==> config.mk <==
export PLATFORM = sky130hd
export DESIGN_NAME = mm_counter_game
export DESIGN_NICKNAME = d
export VERILOG_FILES = /design/src/rtl/mm_counter_game.sv
export SDC_FILE = /design/constraint.sdc
export NUM_CORES = 1
export LEC_CHECK = 0
export BUFFER_PORTS_ARGS = -buffer_cell sky130_fd_sc_hd__buf_2
export CAP_MARGIN = 20
export CORE_ASPECT_RATIO = 0.75
export CORE_UTILIZATION = 40
export CTS_BUF_LIST = sky130_fd_sc_hd__clkbuf_4 sky130_fd_sc_hd__clkbuf_8 sky130_fd_sc_hd__clkbuf_16
export DETAILED_ROUTE_END_ITERATION = 8
export SYNTH_ARGS = -nofsm -noshare
export SYNTH_HDL_FRONTEND = slang
export SYNTH_SLANG_ARGS = --single-unit
==> constraint.sdc <==
create_clock -name clk -period 2.2 [get_ports clk]
set_clock_uncertainty 0.15 [all_clocks]
set_input_delay 0.44 -clock clk [delete_from_list [all_inputs] [get_ports clk]]
set_output_delay 0.44 -clock clk [all_outputs]
set_load 0.05 [all_outputs]
==> src/rtl/mm_counter_game.sv <==
// Four-bit multi-mode up/down counter with a win/lose scorekeeper.
// Landing on zero scores a loss and landing on all-ones scores a win; TALLY_MAX of either ends the game.
module mm_counter_game #(
    parameter int CNT_W     = 4,
    parameter int TALLY_MAX = 15
) (
    input  logic             clk,
    input  logic             arstn,
    input  logic [1:0]       ctrl,
    input  logic [CNT_W-1:0] inval,
    input  logic             INIT,
    output logic [CNT_W-1:0] count,
    output logic             LOSER,
    output logic             WINNER,
    output logic             GAMEOVER,
    output logic [1:0]       WHO
);

    localparam int TALLY_W = $clog2(TALLY_MAX + 1);
    localparam logic [TALLY_W-1:0] TALLY_LAST = TALLY_W'(TALLY_MAX - 1);

    typedef enum logic [1:0] {
        WHO_NONE   = 2'b00,
        WHO_LOSER  = 2'b01,
        WHO_WINNER = 2'b10
    } who_t;

    typedef enum logic {
        PLAY = 1'b0,
        HOLD = 1'b1
    } phase_t;

    phase_t             phase;
    who_t               who_q;
    logic [TALLY_W-1:0] loss_tally;
    logic [TALLY_W-1:0] win_tally;
    logic [CNT_W-1:0]   stepped;

    assign LOSER    = (count == '0);
    assign WINNER   = (count == '1);
    assign GAMEOVER = (phase == HOLD);
    assign WHO      = who_q;

    // Wrap-around in either direction falls out of the fixed-width arithmetic.
    always_comb begin
        stepped = count;
        unique case (ctrl)
            2'b00:   stepped = count + CNT_W'(1);
            2'b01:   stepped = count + CNT_W'(2);
            2'b10:   stepped = count - CNT_W'(1);
            default: stepped = count - CNT_W'(2);
        endcase
    end

    always_ff @(posedge clk) begin
        if (arstn) begin
            phase      <= PLAY;
            who_q      <= WHO_NONE;
            loss_tally <= '0;
            win_tally  <= '0;
            count      <= '0;
        end else if (phase == HOLD) begin
            phase <= PLAY;
        end else if (LOSER && loss_tally == TALLY_LAST) begin
            phase      <= HOLD;
            who_q      <= WHO_LOSER;
            loss_tally <= '0;
            win_tally  <= '0;
            count      <= '0;
        end else if (WINNER && win_tally == TALLY_LAST) begin
            phase      <= HOLD;
            who_q      <= WHO_WINNER;
            loss_tally <= '0;
            win_tally  <= '0;
            count      <= '0;
        end else begin
            // Scoring uses the current count, so a value parked at 0 or F scores every cycle.
            if (LOSER)
                loss_tally <= loss_tally + TALLY_W'(1);
            if (WINNER)
                win_tally <= win_tally + TALLY_W'(1);
            count <= INIT ? inval : stepped;
        end
    end

endmodule

Word-level counts from Yosys, hierarchy flattened. Index checks and enable logic that the tools add are counted. Widths: inputs -> output; s select.

Bitwise gates (word level): 1. Reduce and logical (&&, ||, !) cells: 11. Equal/unequal tests: 5. $add $sub $neg: 6. Mux-type cells: 14.

Operator list (number): $mux 4 (9); $add 4x1->4 const B (3); $eq 4x4->1 const B (3); $pmux 4 s3 (1); $reduce_and 2->1 (3); $reduce_bool 3->1 (2); $add 4x2->4 const B (1); $logic_not 4->1 (1); $mux 2 (2); $sub 4x1->4 const B (1); $sub 4x2->4 const B (1); $eq 2x1->1 const B (1); $eq 2x2->1 const B (1); $logic_and 1x1->1 (2); $logic_not 2->1 (1); $mux 1 (2); $reduce_bool 2->1 (1); $reduce_or 2->1 (1); $not 1->1 (1).

Output and inout bits: 9. Input bits: 9. Register bits after elaboration: 15. Word-level logic and storage cells: 42.

Depth between registers and ports, before layout. Gate-level depths: netlist (run 1).

Depth in word-level cells: 5. Depth in mapped cells: 8. Gate-level depth less buffers: 7.

Worst setup path before layout (run 1). OpenSTA, ideal clock, no wires.

Kind: register to register. From: reg count[1]. To: reg win_tally[1]. Stages on the path, launching flop included: 5. Library setup time: 0.071 ns. Period minus slack after synthesis: 2.303 ns. Arrival: 2.083 ns. Path slack: -0.103 ns. Cells stage by stage: dfxtp_1 > and4_2 > buf_2 > or4b_2 > a21oi_1.

Longest elaborated chain between the ends: 4. Elaborated cells between the ends (all ways): 8. Classes of those cells: eq/ne (1); mux (2); reduce/logical (5).

Ends and longest elaborated chain: start: declaration (RTL line 12) `output logic [CNT_W-1:0] count,`; start signal: assignment (RTL line 82) `count <= INIT ? inval : stepped;`; $eq 4x4->1 * (RTL line 40) `assign WINNER = (count == '1);`; via WINNER (RTL line 14) `output logic WINNER,`; $logic_and 1x1->1 (RTL line 70) `end else if (WINNER && win_tally == TALLY_LAST) begin`; $reduce_bool 3->1 (no source line) / $mux 4 (equally long branches); $reduce_and 2->1 (no source line) / $mux 4 (equally long branches); end signal: assignment (RTL line 81) `win_tally <= win_tally + TALLY_W'(1);`; end: declaration (RTL line 36) `logic [TALLY_W-1:0] win_tally;`.

The timed path passes the listed nets; every way through them passes the cells marked *. A chain may end at the register's enable or synchronous reset.

Worst setup path after layout (run 1).
From: reg count[3]. To: out LOSER.

Longest elaborated chain between the ends: 1.

Ends and longest elaborated chain: $logic_not 4->1 (RTL line 39) `assign LOSER = (count == '0);`; end: declaration (RTL line 13) `output logic LOSER,`.

Every way passes these cells.

==> summary.md, run 1 <==
The die is 44.8 um tall. Number of global-route vias before repair: 757. For met2 alone, demand over resource in global routing was 23.9%.

met1 is the most crowded layer. The total area inside the core boundary comes to 2310 um^2. Detailed routing inserted a total of 904 vias. TritonCTS built the clock tree.

The most critical setup path has its endpoint at LOSER. The pin count of the biggest net entering global routing is 28. The register bit count reported by yosys works out to 15. Critical register-to-register path endpoint: count[1]$_SDFFE_PP0N_. Each instance of the synthesized netlist takes up on average 8.43 um^2. The final RePlAce weighted congestion came out at 0.790. For flop-to-flop paths, the worst setup slack is 0.16 ns. For the initial antenna violation count, the log shows 0.

Setup violations remaining at the end of the flow were counted as 0. Buffers added to address setup during post-CTS repair amount to 0. Together, buffers and inverters on the worst path number 2.

Counting every net in the synthesized netlist gives 131. Summed over all cells, the static leakage comes to 0.443 nW. In the synthesized netlist, the cells that appear most often are dfxtp_1, a21oi_1, inv_1. 18 I/O pins were placed. For this configuration, the core starts out at a cell density of 42.4%. Predominant post-synthesis flop cell: dfxtp_1.

After the first detailed-routing iteration, the DRC count stood at 15. The tools report the number of warning messages in the yosys log as 0. The category of the worst setup path launch point is a flop. The first-pass GRT wire length was 3.46 mm. The floorplan step set the die width to 59.1 um. Clock tree synthesis found a total of 15 sinks. Global routing consumed, on the met3 layer, 6.02% of the routing resources.

Yosys attributes the largest share of cell area to dfxtp_1, a21oi_1, ha_1. STA puts the critical path data required time at 1.61 ns. The count of buffers inserted at the top-level ports came out at 17.

The tools report the cell count after placement as 162. Hold repair after CTS inserted 0 buffers. STA classifies the critical path endpoint as an output port. Multiplexer cells account for 0% of the synthesized area. The synthesized design contains 0 enable-type register cells. The highest net fanout along the worst path works out to 7. In this run the remaining antenna-violating nets after routing total 0. In the synthesized netlist, the number of instances is 116. For the number of rows created at floorplan, the log shows 15. The critical path goes through or4_4, clkinv_4, clkbuf_4. The repair_antennas step left the layout with diodes totalling 0. The relative slew slack is 48.0%. The cell at the root of the clock tree was clkbuf_4.

The net count reported at finish is 148. The power density of the placed cells is 551 nW/um^2. The worst hold path belongs to the class in2reg. For the arrival time of data at the critical path endpoint, the log shows 1.53 ns.

Xor-xnor portion of the synthesized cell area: 3.71%. Static timing analysis puts the maximum clock frequency at 471 MHz. For this run, the slowest stage of the critical path takes 0.57 ns. The tools report the total iterations of the first detailed-routing run as 4. Clock-pin slew was measured on the worst setup and hold paths at 0.09 ns. Setup repair after global routing left no endpoint under its margin. For this run, the total global-route usage over all layers was measured as 17.6%.

The number of CTS-inserted buffers was 3; the path length in cells of the critical path was 3. The synthesized-area fraction occupied by adder cells is 8.44%. For met1 alone, demand over resource in global routing was 26.3%.

The routed design could run at a clock period as short as 2.12 ns. The global-route congestion overflow total was 0; the summed negative setup slack over all endpoints was 0 ns. The run gives 1 as the H-tree level count. Tracing the worst setup path back leads to its startpoint at count[3]$_SDFFE_PP0N_. The die covers 2650 um^2.

The family of cells with the greatest summed delay on the critical path was simple AND/OR/NAND/NOR gates. For this run, asynchronously set or reset flops after synthesis account for 0%. For this run, design rule violations remaining after detail routing come to 0. The area growth from synthesis to final layout came out at 15.2%. The synthesized design spends more area on one cell type than any other, namely dfxtp_1. At the pin with the least slew margin, the transition time is 0.779 ns. Dividing the detail-routed wire length by the instance count gives 12.7 um. Summing the areas of all compound-gate instances in the mapped netlist gives 24.6% of the synthesized area. Classification of the worst setup path: reg2out. The number of pins exceeding their max-slew limit in the final report was 0; the count of different cell masters after synthesis was 40.

Max-cap violations in this run came to 0. Simple-gate portion of the synthesized area: 25.8%. Among all stages on the critical path, the largest delay is contributed by or4_4.

The tools report the netlist area before placement as 978 um^2. After synthesis, the largest family of logic cells by area is simple AND/OR/NAND/NOR gates. Clock latency on the worst-skew pair, taken at its later pin, is 0.28 ns. The number of endpoints with negative hold slack in the final report came out at 0. The most frequent cell after synthesis was dfxtp_1.

The maximum vdd ir drop came out at 0.320 mV. The clock passes through at most 2 buffers. The ratio of cells with drive above 1 in the final layout works out to 27.3%. The finished layout holds 166 standard cells, fillers aside. The sequential area share after synthesis is 30.7%. The critical register-to-register path startpoint is loss_tally[0]$_SDFFE_PP0P_.

The run finished with clean final reports. The number of cells on the worst reg-to-reg path is 6. For this block, the routed nets add up to 2.11 mm of wire. Of the available clock period, the critical path in the final layout requires 96.4%. Summed over its instances, the top area cell type makes up 30.7% of the synthesized netlist area.

For the half-perimeter wire length after placement, the log shows 1.51 mm. The detail-routed via count per cell works out to 5.45.
metrics by stage:
step	instance area, um^2	hold WS [ns]	util [%]	total power [mW]	setup slack (ns)
after CTS	1120	0.255	48.7	0.629	0.0303
after floorplan	983	0.299	-	0.421	0.134
after global placement	1090	0.312	47.4	0.453	0.126
final	1130	0.264	48.8	0.621	0.0789
after global routing	1130	0.277	48.8	0.667	0.00732
after detailed placement	1090	0.315	47.4	0.455	0.0592
routing by layer:
layer  up-vias  share of wire (%)
met5         -                  0
met4         0               0.95
met3         4                4.5
met2        19                 38
met1       418                 56
li1        463                  -
tightest hold or removal path: cells and delay by family:
kind	cells	cell delay, ns
buf+inv	1	0.10
compound gates	1	0.08
simple gates	1	0.05
logic make-up (layout without fill, tap and decap cells):
family / after synthesis / count (layout)
AO/OA/AOI/OAI: 37 / 37
XOR/XNOR: 2 / 2
adder cells (fa/ha/maj): 6 / 6
buffers and inverters: 16 / 32
flip-flops: 15 / 15
AND/OR/NAND/NOR: 40 / 40
how the worst min path moves through the flow:
stage,start,end,cells past startpoint
floorplan,win_tally[3]$_SDFFE_PP0P_,win_tally[3]$_SDFFE_PP0P_,2
global placement,WHO[0]$_SDFFE_PP0P_,WHO[0]$_SDFFE_PP0P_,2
detailed placement,win_tally[3]$_SDFFE_PP0P_,win_tally[3]$_SDFFE_PP0P_,2
CTS,inval[3],count[3]$_SDFFE_PP0N_,3
global route,inval[3],count[3]$_SDFFE_PP0N_,3
finish,inval[3],count[3]$_SDFFE_PP0N_,3
layout make-up:
class / count / area [um^2]
Clock buffer: 4 / 30.0
Fill cell: 233 / 1180
Inverter: 10 / 42.5
Multi-Input combinational cell: 85 / 612
Sequential cell: 15 / 305
Tap cell: 34 / 42.5
Timing Repair Buffer: 18 / 95.1
where the power goes:
part | internal (mW) | total (mW) | switching (mW)
registers | 0.284 | 0.302 | 0.0178
logic | 0.0603 | 0.148 | 0.0881
clock network | 0.0828 | 0.171 | 0.0880
placed cells by master (no fill, tap or decap), types with 2 or more instances in the layout:
master	instances
nand2_1	6
a311oi_1	2
dfxtp_2	4
a21oi_1	14
o21ai_0	7
nor2b_1	5
buf_2	16
o31ai_1	4
inv_1	9
ha_1	5
nor2_1	4
dfxtp_1	11
nor3b_1	2
or4b_2	2
nor3_1	2
clkbuf_4	5
nand3_1	4
or4_1	7
what timing repair did:
| action | in CTS | in global routing |
|---|---|---|
| setup endpoints to repair | 0 | 1 |
| gates resized for setup | 0 | 1 |
| endpoints found under the hold margin | 0 | 0 |
flip-flops by register name (all words and copies together), names as in the netlist:
signal,count
count,4
win_tally,4
loss_tally,4
GAMEOVER,1
WHO,2
(Power assumes the default switching activity.)
==> run 2: changes to the inputs <==
- SLEW_MARGIN: not set -> 40
- clock period: 2.2 -> 1.8 ns (I/O delays scaled with it)
==> summary.md, run 2 (synthesis results as in run 1) <==
For hold timing, the worst endpoint is count[3]$_SDFFE_PP0N_. The global-route congestion overflow total came out at 0. Derived from the worst setup path, the maximum achievable clock frequency is 508 MHz.

The run gives 1.95 mm as the half-perimeter wire length after placement. The worst hold path begins at inval[3]. Summed over all layers, the routed wires come to 2.74 mm. The logs give 21.7% for the total routing usage reported by global routing and 0.293 mW for the reported net switching power. Dividing the detail-routed via count by the number of cells gives 5.28.

The H-tree level count came out at 1. The run gives 15 as the TritonCTS sink count. For the number of endpoints with negative hold slack in the final report, the log shows 0.

In this run the critical register-to-register path is captured at loss_tally[2]$_SDFFE_PP0P_. The worst-case IR drop observed on VDD is 0.322 mV. Critical register-to-register path startpoint: count[1]$_SDFFE_PP0N_. For the number of pins exceeding their max-slew limit in the final report, the log shows 0.

The number of global-route vias before repair is 937, and the number of CTS-inserted buffers is 3. The DRC violations left is 0. The root buffer cell chosen for the clock tree is clkbuf_4. First-pass GRT wire length: 4.22 mm.

Setup repair after global routing could not meet its margin everywhere. Die height: 44.8 um. Commonest non-fill, non-tap cell in the layout: buf_4. The pin slew with the least headroom to its limit is 0.300 ns, and the clock transition at the register clock pins on the worst setup and hold paths after CTS is 0.10 ns.

The run gives 20 as the number of design-rule violations left by the first detailed-router iteration. The largest registers in the layout are count: 4 flops, loss_tally: 4 flops, win_tally: 4 flops. The ratio of cells with drive above 1 in the final layout is 55.6%, and the initial antenna violation count is 0. Summing all placed instances gives a cell area of 1270 um^2. The relative slew slack is 80.0%, and the worst reg2reg path depth is 6. For the total of hold buffers inserted after clock tree synthesis, the log shows 0.

Entering global routing, the biggest net connects 18 pins. Category of the worst setup path launch point: a flop. Switching fraction of total power: 33.4%. The classification of the worst setup path is reg2out. The longest clock path from root to sink contains 2 buffers. The area growth from synthesis to final layout is 54.2%. For the register-to-register setup slack, the log shows -0.14 ns.

The logs give 0.30 ns for the clock latency on the worst-skew pair and 13 for the count of final setup violators. The run gives 0.821 as the final RePlAce weighted congestion. The final reports fail on setup timing.

In this run the worst path has a maximum fanout of 6. The static power due to leakage is 0.622 nW. TritonCTS built the clock tree. The number of antenna diodes in the final layout is 0.

The remaining number of nets flagged by the antenna check after routing was 0. The flow ran to the end, but the final reports show violations. For the worst setup timing slack at the placement stage, the log shows -0.166 ns. The area of the die is 2650 um^2, and the number of maximum-capacitance constraint violations is 0.

Data on the critical path arrives at its endpoint at 1.46 ns. The floorplan step set the die width to 59.1 um. The internal power contribution is 0.582 mW. The tools report the total number of vias as 1025. At the worst endpoint, the required time is 1.29 ns.

Endpoint kind of the worst setup timing path: an output port. For the fraction of power consumed by combinational cells, the log shows 34.7%. The final critical path time including I/O delays and setup came out at 1.97 ns. The mean routed wirelength per cell is 14.1 um, and the sequential share of power is 41.3%.

The logs give 18 for the I/O pin count and 182 for the cell count after placement. The completed layout was analyzed and its total power is 0.875 mW. The effective utilization at floorplan came out at 42.4%. The path class of the tightest hold or removal check is in2reg. In the layout the commonest cells are buf_4, buf_2, dfxtp_1, a21oi_1, inv_1. In the finished design, the share of the clock period the worst path needs comes to 109%. For this run, the post-layout net count is 176. Adding up every negative setup slack in the final design gives -1.06 ns.

In this run the power density over the cells is 580 nW/um^2. For this run, the detailed router's first-pass iteration total came to 4. The clock network burns 24.0% of the power. Buffers placed on the I/O ports in this run total 17. The logs give -0.169 ns for the final setup slack of the worst path and 1510 um^2 for the finished layout cell area.

Number of standard cells in the final layout excluding fillers: 194. Placeable core area: 2310 um^2. The number of stages on the worst hold path was 3; the number of rows created at floorplan was 15.
[run 2: cell count changes in the layout (fill, tap and decap cells not counted), sizes merged]
cell	delta
clkinv	+1
clkbuf	-2
buf	+29
[run 2: critical path: stages, from the launching register on]
cell and delay [ns]:
dfxtp_4 0.38, or4_4 0.56, clkinv_8 0.09, buf_12 0.13
[run 2: cell type report]
| class | count | area (um^2) |
|---|---|---|
| repair buffers | 46 | 340 |
| inverters | 10 | 50.0 |
| well taps | 34 | 42.5 |
| fillers | 196 | 800 |
| clock buffers | 3 | 22.5 |
| multi-input cells | 85 | 729 |
| flip-flops and latches | 15 | 319 |
| clock inverters | 1 | 5.00 |
[run 2: what timing repair did]
action	4_1_cts	5_1_grt
setup endpoints to repair	13	14
pin swaps	5	10
setup buffers	3	5
gates resized for setup	15	20
[run 2: through the flow]
step / utilization [%] / hold slack (ns)
global placement: 55.1 / 0.314
finish: 65.4 / 0.169
detailed placement: 55.1 / 0.323
global route: 65.4 / 0.168
CTS: 60.2 / 0.161
floorplan: - / 0.303
[run 2: worst max-delay path by stage]
stage | startpoint | to | cells past startpoint
after detailed placement | ctrl[0] | count[3]$_SDFFE_PP0N_ | 8
after floorplan | count[1]$_SDFFE_PP0N_ | win_tally[3]$_SDFFE_PP0P_ | 5
after CTS | count[1]$_SDFFE_PP0N_ | LOSER | 3
final | count[1]$_SDFFE_PP0N_ | LOSER | 3
after global placement | ctrl[0] | count[3]$_SDFFE_PP0N_ | 8
after global routing | count[1]$_SDFFE_PP0N_ | LOSER | 3
[run 2: metal layers]
metal  wire (um)  up-vias  track usage, %  share of wire (%)
met1        1340      481            30.0                 49
li1            -      519               -                  -
met3         129        5            6.30                4.7
met4          28        0            5.71                1.0
met2        1240       20            33.4                 45
met5           0        -               0                  0
[run 2: power groups by stage]
stage          registers [mW]  clock network, mW  logic, mW
6_report                0.361              0.210      0.303
5_1_grt                 0.364              0.227      0.328
4_1_cts                 0.361              0.211      0.278
3_5_place_dp            0.368                  0      0.236
3_3_place_gp            0.368                  0      0.230
2_1_floorplan           0.398                  0      0.125
